[src/rtl/picorv32_mem_arbiter.sv]
// Shares one memory port between the picorv32 core and the vector coprocessor.
// Round-robin grant, address-range check and a stall timeout.
module picorv32_mem_arbiter #(
    parameter int unsigned ADDR_LIMIT     = 1024,
    parameter int unsigned TIMEOUT_CYCLES = 255
) (
    input  logic        clk,
    input  logic        resetn,
    input  logic        cpu_mem_valid,
    input  logic        cpu_mem_instr,
    input  logic [31:0] cpu_mem_addr,
    input  logic [31:0] cpu_mem_wdata,
    input  logic [3:0]  cpu_mem_wstrb,
    output logic        cpu_mem_ready,
    output logic [31:0] cpu_mem_rdata,
    input  logic        vec_mem_valid,
    input  logic [31:0] vec_mem_addr,
    input  logic [31:0] vec_mem_wdata,
    input  logic [3:0]  vec_mem_wstrb,
    output logic        vec_mem_ready,
    output logic [31:0] vec_mem_rdata,
    output logic        mem_valid,
    output logic        mem_instr,
    output logic [31:0] mem_addr,
    output logic [31:0] mem_wdata,
    output logic [3:0]  mem_wstrb,
    input  logic        mem_ready,
    input  logic [31:0] mem_rdata,
    output logic        err_valid,
    output logic        err_src,
    output logic        err_code
);

    localparam int TW = $clog2(TIMEOUT_CYCLES + 1);
    localparam logic [TW-1:0] TMAX = TW'(TIMEOUT_CYCLES);

    typedef enum logic [2:0] {
        IDLE,
        GNT_CPU,
        GNT_VEC,
        ERR_CPU,
        ERR_VEC
    } state_e;

    state_e        state_q, state_d;
    logic          last_q, last_d;
    logic [TW-1:0] timer_q, timer_d;
    logic          err_src_q, err_src_d;
    logic          err_code_q, err_code_d;

    logic sel;
    logic cand_c;
    logic cand_v;
    logic tmo;

    always_ff @(posedge clk or negedge resetn) begin
        if (!resetn) begin
            state_q    <= IDLE;
            last_q     <= 1'b1;
            timer_q    <= '0;
            err_src_q  <= 1'b0;
            err_code_q <= 1'b0;
        end else begin
            state_q    <= state_d;
            last_q     <= last_d;
            timer_q    <= timer_d;
            err_src_q  <= err_src_d;
            err_code_q <= err_code_d;
        end
    end

    // timer counts stall cycles already spent; abort once it reaches the limit
    assign tmo = (timer_q == TMAX) && !mem_ready;

    always_comb begin
        state_d       = state_q;
        last_d        = last_q;
        timer_d       = timer_q;
        err_src_d     = err_src_q;
        err_code_d    = err_code_q;
        sel           = 1'b0;
        cand_c        = 1'b0;
        cand_v        = 1'b0;
        mem_valid     = 1'b0;
        mem_instr     = 1'b0;
        mem_addr      = '0;
        mem_wdata     = '0;
        mem_wstrb     = '0;
        cpu_mem_ready = 1'b0;
        cpu_mem_rdata = '0;
        vec_mem_ready = 1'b0;
        vec_mem_rdata = '0;
        err_valid     = 1'b0;

        unique case (state_q)
            IDLE: begin
                sel    = 1'b1;
                cand_c = cpu_mem_valid;
                cand_v = vec_mem_valid;
            end
            GNT_CPU: begin
                mem_valid     = !tmo;
                mem_instr     = cpu_mem_instr;
                mem_addr      = cpu_mem_addr;
                mem_wdata     = cpu_mem_wdata;
                mem_wstrb     = cpu_mem_wstrb;
                cpu_mem_ready = mem_ready || tmo;
                cpu_mem_rdata = tmo ? 32'h0 : mem_rdata;
                timer_d       = timer_q + TW'(1);
                if (tmo) begin
                    err_valid  = 1'b1;
                    err_src_d  = 1'b0;
                    err_code_d = 1'b1;
                end
                if (mem_ready || tmo) begin
                    sel    = 1'b1;
                    cand_v = vec_mem_valid;
                end
            end
            GNT_VEC: begin
                mem_valid     = !tmo;
                mem_addr      = vec_mem_addr;
                mem_wdata     = vec_mem_wdata;
                mem_wstrb     = vec_mem_wstrb;
                vec_mem_ready = mem_ready || tmo;
                vec_mem_rdata = tmo ? 32'h0 : mem_rdata;
                timer_d       = timer_q + TW'(1);
                if (tmo) begin
                    err_valid  = 1'b1;
                    err_src_d  = 1'b1;
                    err_code_d = 1'b1;
                end
                if (mem_ready || tmo) begin
                    sel    = 1'b1;
                    cand_c = cpu_mem_valid;
                end
            end
            ERR_CPU: begin
                cpu_mem_ready = 1'b1;
                err_valid     = 1'b1;
                err_src_d     = 1'b0;
                err_code_d    = 1'b0;
                sel           = 1'b1;
                cand_v        = vec_mem_valid;
            end
            ERR_VEC: begin
                vec_mem_ready = 1'b1;
                err_valid     = 1'b1;
                err_src_d     = 1'b1;
                err_code_d    = 1'b0;
                sel           = 1'b1;
                cand_c        = cpu_mem_valid;
            end
            default: state_d = IDLE;
        endcase

        // the completing requester is never a candidate, so a tie only arises in IDLE
        if (sel) begin
            state_d = IDLE;
            if (cand_c && (!cand_v || last_q)) begin
                last_d  = 1'b0;
                timer_d = '0;
                state_d = (cpu_mem_addr >= ADDR_LIMIT) ? ERR_CPU : GNT_CPU;
            end else if (cand_v) begin
                last_d  = 1'b1;
                timer_d = '0;
                state_d = (vec_mem_addr >= ADDR_LIMIT) ? ERR_VEC : GNT_VEC;
            end
        end
    end

    assign err_src  = err_src_d;
    assign err_code = err_code_d;

endmodule

[config.mk]
export PLATFORM = sky130hd
export DESIGN_NAME = picorv32_mem_arbiter
export DESIGN_NICKNAME = d
export VERILOG_FILES = /design/src/rtl/picorv32_mem_arbiter.sv
export SDC_FILE = /design/constraint.sdc
export NUM_CORES = 1
export LEC_CHECK = 0
export BUFFER_PORTS_ARGS = -buffer_cell sky130_fd_sc_hd__clkbuf_2
export CORE_AREA = 3 3 121 123
export DETAILED_ROUTE_END_ITERATION = 8
export DIE_AREA = 0 0 124 126
export PLACE_DENSITY = 0.52
export SLEW_MARGIN = 0
export SYNTH_ARGS = -nofsm -noshare
export SYNTH_HDL_FRONTEND = slang
export SYNTH_SLANG_ARGS = --single-unit
[constraint.sdc]
create_clock -name clk -period 5.2 [get_ports clk]
set_input_delay 1.04 -clock clk [delete_from_list [all_inputs] [get_ports clk]]
set_output_delay 1.04 -clock clk [all_outputs]
set_load 0.02 [all_outputs]
==> run_results.csv <==
group,metric,value,unit
die,core,13800,sq um
synth,ys_warn_count,0,
setup_path,rr_endpoint,"timer_q[2]$_DFF_PN0_",
global_route,overflow,0,
setup_path,reg2reg_slack,3.18,ns
layout,stdcell_count,744,
layout,fin_nets,732,
die,die_h,126,um
setup_path,critical_path.endpoint_type,"primary output",
layout,layout-drive-gt1-share,0.594,
layout,fin_area,3850,sq um
global_route,grt_pass1_vias,2922,
layout,area_growth,91.3,%
clocking,clockBufferDepth,2,
synth,synth_top_area_frac,0.291,
timing,fin_crit,3.30,ns
timing,max-slew-margin-rel,0.523,
die,ios,313,
routing,drt_wl_total,14.1,mm
placement,dp_hpwl,12.3,mm
clocking,cts_resized,0,
routing,viasPerCell,4.36,
clocking,clock_sinks,14,
power_and_ir_drop,p_clk_frac,0.084,
clocking,htree_levels,1,
routing,wl_per_cell,18.9,um
synth,syn_area,2010,sq um
clocking,cts.clk_slew.worst_paths,0.05,ns
synth,syn_area_per_cell,7.77,sq um
global_route,antenna_found_initial,6,
synth,syn_inst,259,
synth,synth-edff-count,0,
timing,rsz0062_at_grt,"no",
power_and_ir_drop,power_frac_comb,0.821,
setup_path,critPathRequiredTime,4.16,ns
setup_path,crit_end,"mem_wstrb[0]",
die,start_util,0.146,
clocking,cts_setup_buffers,0,
setup_path,crit_start,"state_q[1]$_DFFE_PN0P_",
placement,post_dp_cell_area,3740,sq um
synth,yosys_register_bits,14,
power_and_ir_drop,p_per_area,493,nW/um^2
die,dieArea,15600,sq um
clocking,cts_buffers,3,
placement,io_buffers,312,
global_route,grt_pass1_wl,18.7,mm
power_and_ir_drop,seqPwrFrac,0.094,
placement,place_inst,732,
routing,first_iter_violations,148,
synth,yosysTopAreaCell,"a22o_1",
routing,firstDrtPassIters,4,
synth,syn_nets,434,
synth,ys_top_cells_by_area,"a22o_1 (29%), and2_1 (20%), dfrtp_1 (16%), clkbuf_1 (3.0%), nor4_1 (2.8%)",
outcome,status,"completed",
routing,drc,0,
timing,hold_violations,0,
placement,routabilityCongestion,0.853,
die,die_w,124,um
power_and_ir_drop,vdd_drop_max,201,uV
global_route,grtUsageTotal,0.162,
global_route,grt_max_degree,70,
setup_path,rr_worst_depth,5,
run,maxCapViolations,0,
power_and_ir_drop,p_leak,2.21,nW
synth,synth_commonest_cells,"a22o_1 (67), and2_1 (64), clkbuf_1 (16), dfrtp_1 (13), nor2_1 (12)",
clocking,cts_tree,"done",
hold_path,hp-class,"register to register",
clocking,clock_latency,0.24,ns
synth,ys.flop_type,"dfrtp_1",
setup_path,start_kind,"register",
synth,yosysMostFrequentCell,"a22o_1",
setup_path,arrival,2.26,ns
timing,slew_viol_final,0,
clocking,ctsHoldBuffers,0,
setup_path,critPathKind,"register to primary output",
power_and_ir_drop,power_switching,1.09,mW
layout,nFillCells,1586,
clocking,cts_root_buffer,"clkbuf_16",
timing,worst_pin_slew,0.715,ns
routing,drt.antenna.violating_nets,0,
synth,ys_types,42,
timing,setup_violations,0,
synth,synthArstFlopShare,1.00,
synth,yosysSeqAreaShare,0.175,
timing,max_freq,303,MHz
timing,clock-skew-final,0.00512,ns
routing,vias,3244,
power_and_ir_drop,p_int,813,uW
timing,min_period_over_period,0.635,
die,row_count,43,
power_and_ir_drop,sw_frac_of_total,0.572,
setup_path,crit_fanout,69,
setup_path,crit-reg2reg-launch,"state_q[1]$_DFFE_PN0P_",
timing,fin_tns_setup,0,ns
## registers in the layout, summed over array words and instances, names as in the netlist
signal / flops
state_q: 3
err_code_q: 1
last_q: 1
timer_q: 8
err_src_q: 1
## worst min path at each step
stage                            start                  to  slack, ns  cells after the start
floorplan           last_q$_DFFE_PN1P_  last_q$_DFFE_PN1P_       0.49                      2
global placement    last_q$_DFFE_PN1P_  last_q$_DFFE_PN1P_       0.51                      2
detailed placement  last_q$_DFFE_PN1P_  last_q$_DFFE_PN1P_       0.51                      2
CTS                 last_q$_DFFE_PN1P_  last_q$_DFFE_PN1P_       0.52                      2
global route        last_q$_DFFE_PN1P_  last_q$_DFFE_PN1P_       0.54                      2
finish              last_q$_DFFE_PN1P_  last_q$_DFFE_PN1P_       0.52                      2
## cell families after synthesis
family,count (synthesis),synth area share
buffers and inverters,26,0.0566
xor gates and xnor gates,7,0.0305
DFF,14,0.175
AOI/OAI and AO/OA,89,0.378
and+or+nand+nor,121,0.349
adders and majority gates,1,0.00621
muxes,1,0.00497
## power by group through the flow
stage | Combinational [mW] | Clock [mW] | Sequential, mW
2_1_floorplan | 1.07 | 0 | 0.150
3_3_place_gp | 1.57 | 0 | 0.180
3_5_place_dp | 1.56 | 0 | 0.180
4_1_cts | 1.57 | 0.165 | 0.178
5_1_grt | 1.67 | 0.170 | 0.185
6_report | 1.56 | 0.160 | 0.179
## per-stage QoR
step	utilization	setup WS [ns]	hold WS [ns]	power (mW)
2_1_floorplan	-	2.06	0.491	1.22
3_3_place_gp	0.272	1.91	0.505	1.75
3_5_place_dp	0.272	1.87	0.510	1.74
4_1_cts	0.278	1.88	0.517	1.91
5_1_grt	0.278	1.74	0.542	2.03
6_report	0.280	1.90	0.518	1.90
## worst max-delay path: stages (launching register included)
cell and delay [ns]:
dfrtp_1 0.56, inv_1 0.19, nor3_2 0.18, buf_4 0.57, a22o_1 0.28, clkbuf_2 0.18
## routing by layer
metal	global-route usage	vias to the layer above	routed length, um
met5	0	-	52
met4	0.0161	10	98
li1	-	1588	-
met3	0.0525	16	1490
met1	0.243	1444	6590
met2	0.235	186	5830
## cells in the final DEF, fill, tap and decap left out, types with 2 or more instances in the layout
cell type,synthesis,final
o22ai_1,2,2
nor4_1,9,9
buf_4,3,4
o2111ai_1,2,2
nor3_2,1,3
a22o_1,67,67
inv_1,2,2
and2_1,64,64
a21oi_1,3,3
nor2b_1,2,2
xor2_1,5,5
nand2b_1,2,2
diode_2,0,8
or4_1,3,3
a21o_1,2,2
clkbuf_2,0,312
clkbuf_16,0,3
nand2_1,11,11
nand3_1,3,3
nor2_1,12,12
dfrtp_1,13,13
xnor2_1,2,2
o211ai_1,2,2
and3_1,3,3
nand4_1,5,5
o21ai_0,2,2
## cell type report
cell class              instances  area (sq um)  share of cell area
repair buffers                316          1590               0.413
multi-input cells             219          1560               0.406
flip-flops and latches         14           352              0.0913
well taps                     180           225              0.0585
clock buffers                   4          88.8              0.0231
diodes                          8          20.0             0.00520
inverters                       3          11.3             0.00292
Power figures use the tool's default switching activity.
